$ cat src/rtl/collision_scanner_if.sv
// Handshake and data bundle for the collision scanner: slot writes,
// player box, scan request and the result flags.
interface collision_scanner_if #(
   parameter int CW = 10,
   parameter int N  = 8,
   parameter int IW = $clog2(N)
);
   logic          start;
   logic [CW-1:0] p_x;
   logic [CW-1:0] p_y;
   logic [CW-1:0] p_w;
   logic [CW-1:0] p_h;
   logic          wr_en;
   logic [IW-1:0] wr_idx;
   logic          wr_valid;
   logic [CW-1:0] wr_x;
   logic [CW-1:0] wr_y;
   logic [CW-1:0] wr_w;
   logic [CW-1:0] wr_h;
   logic          busy;
   logic          done;
   logic          hit_any;
   logic [N-1:0]  hit_mask;
   logic [IW-1:0] first_idx;

   modport master (
      output start, p_x, p_y, p_w, p_h,
      output wr_en, wr_idx, wr_valid,
      output wr_x, wr_y, wr_w, wr_h,
      input  busy, done, hit_any, hit_mask, first_idx
   );

   modport slave (
      input  start, p_x, p_y, p_w, p_h,
      input  wr_en, wr_idx, wr_valid,
      input  wr_x, wr_y, wr_w, wr_h,
      output busy, done, hit_any, hit_mask, first_idx
   );
endinterface

$ cat src/rtl/collision_scanner.sv
// Sequential box-overlap scanner: tests a latched player box against
// N object slots, one slot per clock, and reports the hit set.
module collision_scanner #(
   parameter int CW = 10,
   parameter int N  = 8,
   parameter int IW = $clog2(N)
) (
   input logic clk,
   input logic reset,
   collision_scanner_if.slave bus
);
   localparam int SW = CW + 2;

   typedef enum logic [1:0] {IDLE, SCAN, DONE} state_t;

   state_t        state_q;
   logic [IW-1:0] idx_q;
   logic [N-1:0]  acc_q;
   logic [CW-1:0] px_q, py_q, pw_q, ph_q;

   logic [N-1:0]  valid_q;
   logic [CW-1:0] ox_q [N];
   logic [CW-1:0] oy_q [N];
   logic [CW-1:0] ow_q [N];
   logic [CW-1:0] oh_q [N];

   logic          done_q;
   logic          any_q;
   logic [N-1:0]  mask_q;
   logic [IW-1:0] first_q;

   logic          hit_d;
   logic [IW-1:0] first_d;

   // Strict 1-D overlap, widened and signed so edges never wrap.
   function automatic logic overlap(
      input logic [CW-1:0] pc,
      input logic [CW-1:0] ps,
      input logic [CW-1:0] oc,
      input logic [CW-1:0] os
   );
      logic signed [SW-1:0] p_lo, p_hi, o_lo, o_hi;
      p_lo = $signed({2'b00, pc}) - $signed({2'b00, ps >> 1});
      p_hi = $signed({2'b00, pc}) + $signed({2'b00, ps >> 1});
      o_lo = $signed({2'b00, oc}) - $signed({2'b00, os >> 1});
      o_hi = $signed({2'b00, oc}) + $signed({2'b00, os >> 1});
      return (p_hi > o_lo) && (p_lo < o_hi) &&
             (ps != '0) && (os != '0);
   endfunction

   always_comb begin
      hit_d = valid_q[idx_q] &&
              overlap(px_q, pw_q, ox_q[idx_q], ow_q[idx_q]) &&
              overlap(py_q, ph_q, oy_q[idx_q], oh_q[idx_q]);
   end

   always_comb begin
      first_d = '0;
      for (int i = N - 1; i >= 0; i--) begin
         if (acc_q[i]) first_d = IW'(i);
      end
   end

   always_ff @(posedge clk or posedge reset) begin
      if (reset) begin
         valid_q <= '0;
      end else if (bus.wr_en) begin
         for (int i = 0; i < N; i++) begin
            if (int'(bus.wr_idx) == i) valid_q[i] <= bus.wr_valid;
         end
      end
   end

   // Geometry needs no reset: an invalid slot never hits.
   always_ff @(posedge clk) begin
      if (bus.wr_en) begin
         for (int i = 0; i < N; i++) begin
            if (int'(bus.wr_idx) == i) begin
               ox_q[i] <= bus.wr_x;
               oy_q[i] <= bus.wr_y;
               ow_q[i] <= bus.wr_w;
               oh_q[i] <= bus.wr_h;
            end
         end
      end
   end

   always_ff @(posedge clk or posedge reset) begin
      if (reset) begin
         state_q <= IDLE;
         idx_q   <= '0;
         acc_q   <= '0;
         px_q    <= '0;
         py_q    <= '0;
         pw_q    <= '0;
         ph_q    <= '0;
         done_q  <= 1'b0;
         any_q   <= 1'b0;
         mask_q  <= '0;
         first_q <= '0;
      end else begin
         done_q <= 1'b0;
         unique case (state_q)
            IDLE: begin
               if (bus.start) begin
                  px_q    <= bus.p_x;
                  py_q    <= bus.p_y;
                  pw_q    <= bus.p_w;
                  ph_q    <= bus.p_h;
                  acc_q   <= '0;
                  idx_q   <= '0;
                  state_q <= SCAN;
               end
            end
            SCAN: begin
               acc_q[idx_q] <= hit_d;
               idx_q        <= idx_q + 1'b1;
               if (idx_q == IW'(N - 1)) state_q <= DONE;
            end
            DONE: begin
               mask_q  <= acc_q;
               any_q   <= |acc_q;
               first_q <= first_d;
               done_q  <= 1'b1;
               state_q <= IDLE;
            end
            default: state_q <= IDLE;
         endcase
      end
   end

   assign bus.busy      = (state_q != IDLE);
   assign bus.done      = done_q;
   assign bus.hit_any   = any_q;
   assign bus.hit_mask  = mask_q;
   assign bus.first_idx = first_q;
endmodule

$ cat src/flat_wrapper.sv
// flat-port wrapper written by rule: the top's interface ports become plain ports
module collision_scanner_flat 
#(
   parameter int CW = 10,
   parameter int N  = 8,
   parameter int IW = $clog2(N)
)
  (clk, reset, bus_start, bus_p_x, bus_p_y, bus_p_w, bus_p_h, bus_wr_en, bus_wr_idx, bus_wr_valid, bus_wr_x, bus_wr_y, bus_wr_w, bus_wr_h, bus_busy, bus_done, bus_hit_any, bus_hit_mask, bus_first_idx);
  collision_scanner_if #(.CW(CW), .N(N), .IW(IW)) bus_i ();
  input logic clk;
  input logic reset;
  input wire logic [$bits(bus_i.start)-1:0] bus_start;
  input wire logic [$bits(bus_i.p_x)-1:0] bus_p_x;
  input wire logic [$bits(bus_i.p_y)-1:0] bus_p_y;
  input wire logic [$bits(bus_i.p_w)-1:0] bus_p_w;
  input wire logic [$bits(bus_i.p_h)-1:0] bus_p_h;
  input wire logic [$bits(bus_i.wr_en)-1:0] bus_wr_en;
  input wire logic [$bits(bus_i.wr_idx)-1:0] bus_wr_idx;
  input wire logic [$bits(bus_i.wr_valid)-1:0] bus_wr_valid;
  input wire logic [$bits(bus_i.wr_x)-1:0] bus_wr_x;
  input wire logic [$bits(bus_i.wr_y)-1:0] bus_wr_y;
  input wire logic [$bits(bus_i.wr_w)-1:0] bus_wr_w;
  input wire logic [$bits(bus_i.wr_h)-1:0] bus_wr_h;
  output wire logic [$bits(bus_i.busy)-1:0] bus_busy;
  output wire logic [$bits(bus_i.done)-1:0] bus_done;
  output wire logic [$bits(bus_i.hit_any)-1:0] bus_hit_any;
  output wire logic [$bits(bus_i.hit_mask)-1:0] bus_hit_mask;
  output wire logic [$bits(bus_i.first_idx)-1:0] bus_first_idx;
  assign bus_i.start = bus_start;
  assign bus_i.p_x = bus_p_x;
  assign bus_i.p_y = bus_p_y;
  assign bus_i.p_w = bus_p_w;
  assign bus_i.p_h = bus_p_h;
  assign bus_i.wr_en = bus_wr_en;
  assign bus_i.wr_idx = bus_wr_idx;
  assign bus_i.wr_valid = bus_wr_valid;
  assign bus_i.wr_x = bus_wr_x;
  assign bus_i.wr_y = bus_wr_y;
  assign bus_i.wr_w = bus_wr_w;
  assign bus_i.wr_h = bus_wr_h;
  assign bus_busy = bus_i.busy;
  assign bus_done = bus_i.done;
  assign bus_hit_any = bus_i.hit_any;
  assign bus_hit_mask = bus_i.hit_mask;
  assign bus_first_idx = bus_i.first_idx;
  collision_scanner #(.CW(CW), .N(N), .IW(IW)) u_core (.clk(clk), .reset(reset), .bus(bus_i));
endmodule
$ cat config.mk
export PLATFORM = sky130hd
export DESIGN_NAME = collision_scanner_flat
export DESIGN_NICKNAME = d
export VERILOG_FILES = /design/src/rtl/collision_scanner_if.sv /design/src/rtl/collision_scanner.sv /design/src/flat_wrapper.sv
export SDC_FILE = /design/constraint.sdc
export NUM_CORES = 1
export LEC_CHECK = 0
export BUFFER_PORTS_ARGS = -buffer_cell sky130_fd_sc_hd__buf_4
export CORE_MARGIN = 2
export CORE_UTILIZATION = 50
export CTS_BUF_LIST = sky130_fd_sc_hd__clkbuf_8
export CTS_CLUSTER_SIZE = 28
export DETAILED_ROUTE_END_ITERATION = 6
export PLACE_DENSITY_LB_ADDON = 0.05
export SLEW_MARGIN = 20
export SYNTH_ARGS = -nofsm -noshare
export SYNTH_HDL_FRONTEND = slang
export SYNTH_SLANG_ARGS = --single-unit
$ cat constraint.sdc
create_clock -name clk -period 11.2 [get_ports clk]
set_input_delay 0.56 -clock clk [delete_from_list [all_inputs] [get_ports clk]]
set_output_delay 0.56 -clock clk [all_outputs]
set_load 0.05 [all_outputs]
==> results.yml, run 1 <==
die:
  die_w_microns: 201.3
  die_height_microns: 201.3
  initial_utilization_pct: 50.48
  ios: 102
  core_area_sq_um: 38560
  rows: 72
  fp.dieArea_sq_um: 40520
timing:
  report.final.hold_viol_count: 0
  setup_tns_ps: 0
  relSlewSlack_pct: 30.64
  rsz0062_at_grt: "no"
  timing.fmax_ghz: 0.1603
  worst_slew_pin_slew_ps: 1040
  setup_ws_ps: 4963
  setup_viol: 0
  slew_viol_final: 0
  period_share_pct: 55.68
  period_needed_ps: 6237
  fin_skew_ps: 40.40
logic_synthesis:
  async_flop_share_pct: 18.78
  synth_fa_ha_area_share_pct: 8.023
  ys_ff_latch: 394
  yosys_warnings: 0
  synth.distinct_cells: 77
  synth_seq_area_share_pct: 58.89
  synth.area.mux_share_pct: 6.577
  synthXorXnorAreaFrac_pct: 2.385
  syn_area_sq_um: 19460
  synth.top_cell.area_share_pct: 49.37
  synth_area_leaders: "edfxtp_1 49%, dfrtp_1 9.5%, ha_1 7.2%"
  synth-main-ff-cell: "edfxtp_1"
  synth_edf_count: 320
  synthCells: 1532
  syn-num-nets: 1740
  yosys.area.top_type: "edfxtp_1"
  synth_top_family_by_area: "compound AO/OA/AOI/OAI gates"
  synthSimpleGateAreaFrac_pct: 8.550
  synth_compound_area_share_pct: 12.02
  syn_avg_cell_area_sq_um: 12.70
worst_setup_path:
  crit_path_max_fanout: 50
  cp_top_family: "compound AO/OA/AOI/OAI gates"
  worst-endpoint-arrival_ps: 6760
  worstSetupPathType: "reg2reg"
  crit_buf_inv: 2
  startpoint_type: "register"
  crit_path_max_incr_delay_ps: 870
  crit_required_ps: 11720
  crit_path_cell_trace: "buf_4 -> nor2_1 -> nand2_1 -> o21ai_0 -> a222oi_1 -> o21ai_0 -> ha_1 -> inv_1 -> a21o_1 -> a21oi_1 -> o21ai_0 -> a21oi_1 -> xnor2_1 -> ha_1 -> a21o_1 -> a21o_1 -> a2111oi_0 -> o21a_1 -> o311ai_1 -> o22ai_1 -> nand4b_4 -> o31ai_2"
  critPathCaptureType: "register"
  crit_slowest_cell: "dfrtp_4"
run:
  maxCapViolations: 0
clock_network:
  ctsHoldBuffers: 0
  cts_tree: "built"
  cts.repair.resized: 0
  cts.sinks: 394
  cts_setup_buffers: 0
  clkLatencyLatePin_ps: 620
  h-tree-depth: 3
  clkTransAtPathRegs_ps: 60
  max-clock-path-buffers: 3
  root_buffer: "clkbuf_8"
  cts_buffers: 67
drt:
  drtPass1Iterations: 5
  drtIter0Drc: 908
  ant_nets: 0
  route.detailed.drc: 0
  drt_wl_total_microns: 47070
  routed-via-count: 12600
  vias_per_cell: 5.668
  wire_per_inst_microns: 21.17
finish:
  layout_commonest_cell: "edfxtp_1"
  fillers: 3329
  drive_gt1_share_pct: 17.13
  seqCellArea_sq_um: 11470
  layout.nets: 1869
  layout_common_cells: "320 x edfxtp_1, 163 x nand2_1, 122 x buf_4"
  stdcell_area_sq_um: 21960
  n_antenna_cell: 0
  syn2layout_area_growth_pct: 12.84
  multi_input_area_sq_um: 7365
global_routing:
  grt_max_degree: 75
  track_usage_pct: 23.83
  grt_first_pass_wirelength_microns: 74270
  grt_overflow_total: 0
  antenna_found_initial: 0
  grt_pass1_vias: 12960
place:
  portBuffers: 101
  place_area_sq_um: 20780
  dp_hpwl_microns: 30430
  dpl_worst_slack_ps: 4945
  gp_congestion: 0.8720
status:
  status: "finished clean"
hold_path:
  hold_path_class: "in2reg"
## synth_stat cells, types with 4 or more instances
library cell and n:
a211oi_1 15, a21o_1 11, a21oi_1 78, a221o_1 8
a221oi_1 27, a22o_1 8, a22oi_1 18, a31oi_1 9
and2_1 14, buf_1 9, buf_2 14, buf_4 6
buf_6 4, clkbuf_1 28, dfrtp_1 74, edfxtp_1 320
fa_1 8, ha_1 112, inv_1 100, mux2_2 27
mux2i_1 24, mux4_2 27, nand2_1 163, nand2b_1 13
nand3_1 7, nand4_1 7, nor2_1 87, nor2b_1 14
nor3_1 32, nor4_1 10, o211ai_1 14, o21a_1 8
o21ai_0 87, o21ai_2 6, o21bai_1 8, o31ai_1 9
or3_1 6, or4_1 6, xnor2_1 45, xor2_1 8
## per-layer routing
layer,vias to the layer above,share of wire (%),GRT usage [%]
met5,-,0,0
met4,0,2.0,6.513
met3,78,6.0,4.519
met2,396,45,37.41
met1,6159,47,34.22
li1,5966,-,-
## registers in the layout, summed over array words and instances, names as in the netlist, 10 cells and up
signal       cells
u_core.oh_q     80
u_core.ow_q     80
u_core.ox_q     80
u_core.oy_q     80
u_core.ph_q     10
u_core.pw_q     10
u_core.px_q     10
u_core.py_q     10
## worst paths after layout
path | from | to | slack (ps) | cells after the start
worst max-delay path | u_core.idx_q[1]$_DFFE_PP0P_ | u_core.acc_q[3]$_DFFE_PP0P_ | 4960 | 22
worst min-delay path | bus_p_y[5] | u_core.py_q[5]$_DFFE_PP0P_ | 140 | 3
worst max register to register | u_core.idx_q[1]$_DFFE_PP0P_ | u_core.acc_q[3]$_DFFE_PP0P_ | 4960 | 22
worst min register to register | u_core.bus.hit_mask[3]$_DFFE_PP0P_ | u_core.bus.hit_mask[3]$_DFFE_PP0P_ | 470 | 2
max in group asynchronous | reset | u_core.idx_q[1]$_DFFE_PP0P_ | 10210 | 3
min in group asynchronous | reset | u_core.ph_q[1]$_DFFE_PP0P_ | 260 | 3
## kinds of logic (layout without fill, tap and decap cells)
| kind of cell | count (synthesis) | in the layout |
|---|---|---|
| multiplexers | 86 | 86 |
| AND/OR/NAND/NOR | 368 | 368 |
| flip-flops | 394 | 394 |
| AO/OA/AOI/OAI | 348 | 348 |
| XOR/XNOR | 53 | 53 |
| adder cells (fa/ha/maj) | 120 | 120 |
| buffers and inverters | 163 | 336 |
## metrics by stage
| stage | instances | utilization, % | hold slack, ps |
|---|---|---|---|
| after CTS | 2223 | 56.96 | 87.77 |
| after global routing | 2223 | 56.96 | 112.0 |
| after global placement | 2110 | 53.89 | 463.1 |
| after floorplan | 1532 | - | 437.7 |
| final | 2223 | 56.96 | 138.6 |
| after detailed placement | 2110 | 53.89 | 467.8 |
## area by class of cell
| cell class | instances | area share (%) |
|---|---|---|
| Inverter | 101 | 1.726 |
| Multi-Input combinational cell | 975 | 33.53 |
| Sequential cell | 394 | 52.23 |
| Tap cell | 518 | 2.951 |
| Timing Repair Buffer | 122 | 4.170 |
| Clock inverter | 46 | 1.191 |
| Clock buffer | 67 | 4.199 |
## worst reg2reg max path: cells and delay by family (launching register included)
family / cells / cell delay [ps]
compound gates: 14 / 3060
xor+xnor: 1 / 150
fa+ha+maj: 2 / 680
buf+inv: 2 / 760
flops: 1 / 870
simple gates: 3 / 620
Power of run 1 is left out: the tool's default activity adds up to more than one toggle a clock period on the data nets, which glitch-free logic cannot reach.
==> inputs of run 2 (changes only) <==
Clock period 11.2 ns to 5.6 ns, I/O delays scaled along.
==> results.yml, run 2 (synthesis gave the netlist of run 1 again) <==
global_routing:
  grt_first_pass_wirelength_microns: 76050
  grt_max_degree: 75
  grt_overflow_total: 0
  antenna_found_initial: 1
  grt_pass1_vias: 13260
  track_usage_pct: 24.38
drt:
  routed-via-count: 13110
  drtIter0Drc: 1307
  drt_wl_total_microns: 49140
  wire_per_inst_microns: 20.99
  ant_nets: 0
  vias_per_cell: 5.602
  drtPass1Iterations: 5
  route.detailed.drc: 0
die:
  rows: 72
  die_w_microns: 201.3
  fp.dieArea_sq_um: 40520
  core_area_sq_um: 38560
  initial_utilization_pct: 50.48
  ios: 102
  die_height_microns: 201.3
timing:
  slew_viol_final: 0
  fin_skew_ps: 41.86
  timing.fmax_ghz: 0.1955
  report.final.hold_viol_count: 0
  setup_tns_ps: 0
  setup_viol: 0
  rsz0062_at_grt: "no"
  period_needed_ps: 5115
  worst_slew_pin_slew_ps: 1058
  relSlewSlack_pct: 29.33
  whs_ps: 179.3
  period_share_pct: 91.33
  setup_ws_ps: 485.3
hold_path:
  hold_path_class: "in2reg"
place:
  gp_congestion: 0.8358
  dp_hpwl_microns: 31700
  portBuffers: 101
  dpl_worst_slack_ps: 178.4
  place_area_sq_um: 20930
finish:
  fillers: 3162
  layout.nets: 1975
  layout_commonest_cell: "edfxtp_1"
  stdcell_area_sq_um: 23140
  drive_gt1_share_pct: 17.62
  syn2layout_area_growth_pct: 18.92
  layout_common_cells: "320 x edfxtp_1, 163 x nand2_1, 138 x buf_4"
status:
  status: "finished clean"
clock_network:
  h-tree-depth: 3
  cts_tree: "built"
  cts.sinks: 394
  clkTransAtPathRegs_ps: 60
  max-clock-path-buffers: 3
  cts_buffers: 68
  root_buffer: "clkbuf_8"
  clkLatencyLatePin_ps: 630
worst_setup_path:
  crit_path_max_fanout: 35
  worstSetupPathType: "reg2reg"
  worst-endpoint-arrival_ps: 5640
  crit_required_ps: 6130
  critPathCaptureType: "register"
  startpoint_type: "register"
run:
  maxCapViolations: 0
## run 2: final cells by class
| cell class | instances | area (sq um) | area share [%] |
|---|---|---|---|
| Timing Repair Buffer | 227 | 2007 | 8.671 |
| Clock buffer | 74 | 1018 | 4.400 |
| Multi-Input combinational cell | 975 | 7376 | 31.87 |
| Clock inverter | 51 | 239.0 | 1.033 |
| Tap cell | 518 | 648.1 | 2.800 |
| Antenna cell | 1 | 2.502 | 0.01081 |
| Sequential cell | 394 | 11470 | 49.57 |
| Inverter | 101 | 381.6 | 1.649 |
## run 2: critical path, stage by stage (launching register included)
cell and delay, ps:
dfrtp_4 650, buf_12 280, mux4_2 530, nand2_1 80, nand2_1 150, ha_1 290
a21o_1 190, a21oi_1 290, o21ai_0 130, a21oi_1 240, xnor2_1 150, ha_1 260
a21o_1 160, a21o_1 170, a2111oi_1 390, o21a_1 200, o311ai_1 120, o22ai_2 260
nand4b_4 230, o31ai_2 220
## run 2: per-stage QoR
| stage | utilization [%] | std cells |
|---|---|---|
| after floorplan | - | 1532 |
| after CTS | 59.67 | 2334 |
| after global routing | 60.03 | 2341 |
| after detailed placement | 54.28 | 2127 |
| after global placement | 54.28 | 2127 |
| final | 60.03 | 2341 |
## run 2: worst paths after layout
| path | from | end | slack [ps] | depth (start not counted) |
|---|---|---|---|---|
| max | u_core.idx_q[1]$_DFFE_PP0P_ | u_core.acc_q[3]$_DFFE_PP0P_ | 490 | 19 |
| min reg2reg | u_core.bus.hit_mask[4]$_DFFE_PP0P_ | u_core.bus.hit_mask[4]$_DFFE_PP0P_ | 480 | 2 |
| min in group asynchronous | reset | u_core.bus.hit_mask[6]$_DFFE_PP0P_ | 520 | 4 |
| max reg2reg | u_core.idx_q[1]$_DFFE_PP0P_ | u_core.acc_q[3]$_DFFE_PP0P_ | 490 | 19 |
| max in group asynchronous | reset | u_core.idx_q[1]$_DFFE_PP0P_ | 4360 | 4 |
| min | bus_start | u_core.state_q[0]$_DFFE_PP0P_ | 180 | 4 |
## run 2: per-layer routing
metal / vias up / part of all wire (%) / wire length, microns / GRT usage, %
met4: 0 / 1.4 / 712 / 5.777
met1: 6470 / 47 / 23020 / 35.66
met2: 383 / 46 / 22410 / 38.15
met3: 57 / 6.1 / 2994 / 4.373
met5: - / 0 / 0 / 0
li1: 6204 / - / - / -
## run 2: what timing repair did
| item | in CTS | in global routing |
|---|---|---|
| endpoints found under the setup margin | 0 | 8 |
| resized for setup | 0 | 10 |
| setup buffers | 0 | 3 |
| hold endpoints to repair | 429 | 0 |
| hold buffers | 82 | 0 |
Power of run 2 is left out for the same reason.
==> inputs of run 3 (changes only) <==
Settings changed: ABC_AREA from default to 1.
==> results.yml, run 3 <==
hold_path:
  hold_path_class: "in2reg"
logic_synthesis:
  syn-num-nets: 2156
  synth.top_cell.area_share_pct: 48.85
  async_flop_share_pct: 18.78
  synth_seq_area_share_pct: 58.27
  yosys.area.top_type: "edfxtp_1"
  synth_edf_count: 320
  syn_avg_cell_area_sq_um: 10.10
  synth_area_leaders: "edfxtp_1 49%, nand2_1 12%, dfrtp_1 9.4%"
  syn_area_sq_um: 19670
  yosys_warnings: 0
  synth-main-ff-cell: "edfxtp_1"
  synth.distinct_cells: 48
  yosys.cell_count.top_type: "nand2_1"
  ys_ff_latch: 394
  synthCells: 1948
  yosys-top-cells-count: "630 x nand2_1, 320 x edfxtp_1, 186 x inv_1"
clock_network:
  clkLatencyLatePin_ps: 620
  cts.repair.resized: 0
  cts_tree: "built"
  clkTransAtPathRegs_ps: 60
  h-tree-depth: 3
  cts.sinks: 394
  cts_buffers: 68
  max-clock-path-buffers: 3
  root_buffer: "clkbuf_8"
drt:
  vias_per_cell: 5.171
  wire_per_inst_microns: 18.02
  routed-via-count: 14060
  drtPass1Iterations: 5
  drtIter0Drc: 926
  ant_nets: 0
  route.detailed.drc: 0
  drt_wl_total_microns: 49030
die:
  initial_utilization_pct: 50.78
  fp.dieArea_sq_um: 40940
  rows: 72
  core_area_sq_um: 38740
  die_w_microns: 202.3
  die_height_microns: 202.3
  ios: 102
finish:
  n_antenna_cell: 0
  layout_common_cells: "630 x nand2_1, 320 x edfxtp_1, 206 x inv_1"
  fillers: 3378
  layout.nets: 2364
  seqCellArea_sq_um: 11460
  layout_commonest_cell: "nand2_1"
  post_layout_nonfiller_instances: 2720
  syn2layout_area_growth_pct: 16.80
  multi_input_area_sq_um: 7136
  drive_gt1_share_pct: 11.26
global_routing:
  antenna_found_initial: 0
  grt_first_pass_wirelength_microns: 76310
  grt_max_degree: 75
  grt_pass1_vias: 13870
  grt_overflow_total: 0
  track_usage_pct: 24.25
timing:
  period_share_pct: 88.09
  timing.fmax_ghz: 0.2027
  slew_viol_final: 0
  worst_slew_pin_slew_ps: 960.9
  relSlewSlack_pct: 35.94
  period_needed_ps: 4933
  whs_ps: 183.3
  report.final.hold_viol_count: 0
  setup_viol: 0
  fin_skew_ps: 29.03
  setup_tns_ps: 0
  rsz0062_at_grt: "no"
worst_setup_path:
  startpoint_type: "register"
  r2r_slack_ps: 670
  crit_path_max_fanout: 65
  crit_required_ps: 6150
  critPathCaptureType: "register"
  worst-endpoint-arrival_ps: 5480
  worstSetupPathType: "reg2reg"
status:
  status: "finished clean"
place:
  dp_hpwl_microns: 31630
  portBuffers: 101
  gp_congestion: 0.8865
  placedCellCount: 2522
run:
  maxCapViolations: 0
[run 3: what timing repair did]
action / in CTS / in global routing
endpoints found under the hold margin: 435 / 0
hold buffers: 82 / 0
setup buffers: 0 / 0
setup endpoints to repair: 0 / 0
[run 3: stage by stage]
| stage | area (sq um) | setup WS, ps | utilization (%) |
|---|---|---|---|
| 2_1_floorplan | 19670 | 1599 | - |
| 3_3_place_gp | 20950 | 616.6 | 54.07 |
| 3_5_place_dp | 20950 | 629.6 | 54.07 |
| 4_1_cts | 22970 | 639.8 | 59.31 |
| 5_1_grt | 22970 | 206.3 | 59.31 |
| 6_report | 22970 | 667.0 | 59.31 |
[run 3: final timing paths]
check,to,start,cells past startpoint
hold reg to reg,u_core.bus.hit_mask[1]$_DFFE_PP0P_,u_core.bus.hit_mask[1]$_DFFE_PP0P_,2
setup reg to reg,u_core.acc_q[6]$_DFFE_PP0P_,u_core.idx_q[0]$_DFFE_PP0P_,22
setup / recovery,u_core.acc_q[6]$_DFFE_PP0P_,u_core.idx_q[0]$_DFFE_PP0P_,22
min in group asynchronous,u_core.valid_q[5]$_DFFE_PP0P_,reset,4
hold / removal,u_core.state_q[0]$_DFFE_PP0P_,bus_start,4
max in group asynchronous,u_core.idx_q[0]$_DFFE_PP0P_,reset,4
[run 3: logic make-up after synthesis]
| kind of cell | synth area share (%) |
|---|---|
| buffers and inverters | 5.782 |
| AO/OA/AOI/OAI | 8.054 |
| adder cells (fa/ha/maj) | 7.939 |
| flip-flops | 58.27 |
| XOR/XNOR | 2.716 |
| AND/OR/NAND/NOR | 17.24 |
[run 3: worst max-delay path, cell delays in order, from the launching register on]
cell      delay, ps
dfrtp_2         410
buf_4           600
nor2_2           80
buf_4           260
a22o_1          240
a221oi_1        200
nand4_1         270
ha_1            490
inv_1           150
nor4_1          490
nand3_1         140
nand3_1         160
xor2_1          180
ha_1            270
nand2_1         110
nor2_1           50
nand4_1         110
nand2_1          70
nand3_1          80
nand3_2         100
nor2_4          220
nand3_1         110
nand2_1          70
[run 3: metal layers]
metal | routed length (microns) | GRT usage (%)
met3 | 2235 | 3.837
met5 | 0 | 0
met1 | 23000 | 34.06
met2 | 22420 | 38.42
met4 | 1369 | 8.681
[run 3: layout make-up]
type,instances,share of cell area [%]
Timing Repair Buffer,206,7.625
Multi-Input combinational cell,1283,31.06
Inverter,203,3.349
Tap cell,518,2.821
Clock buffer,70,4.194
Sequential cell,394,49.89
Clock inverter,46,1.057
Power of run 3 is left out for the same reason.
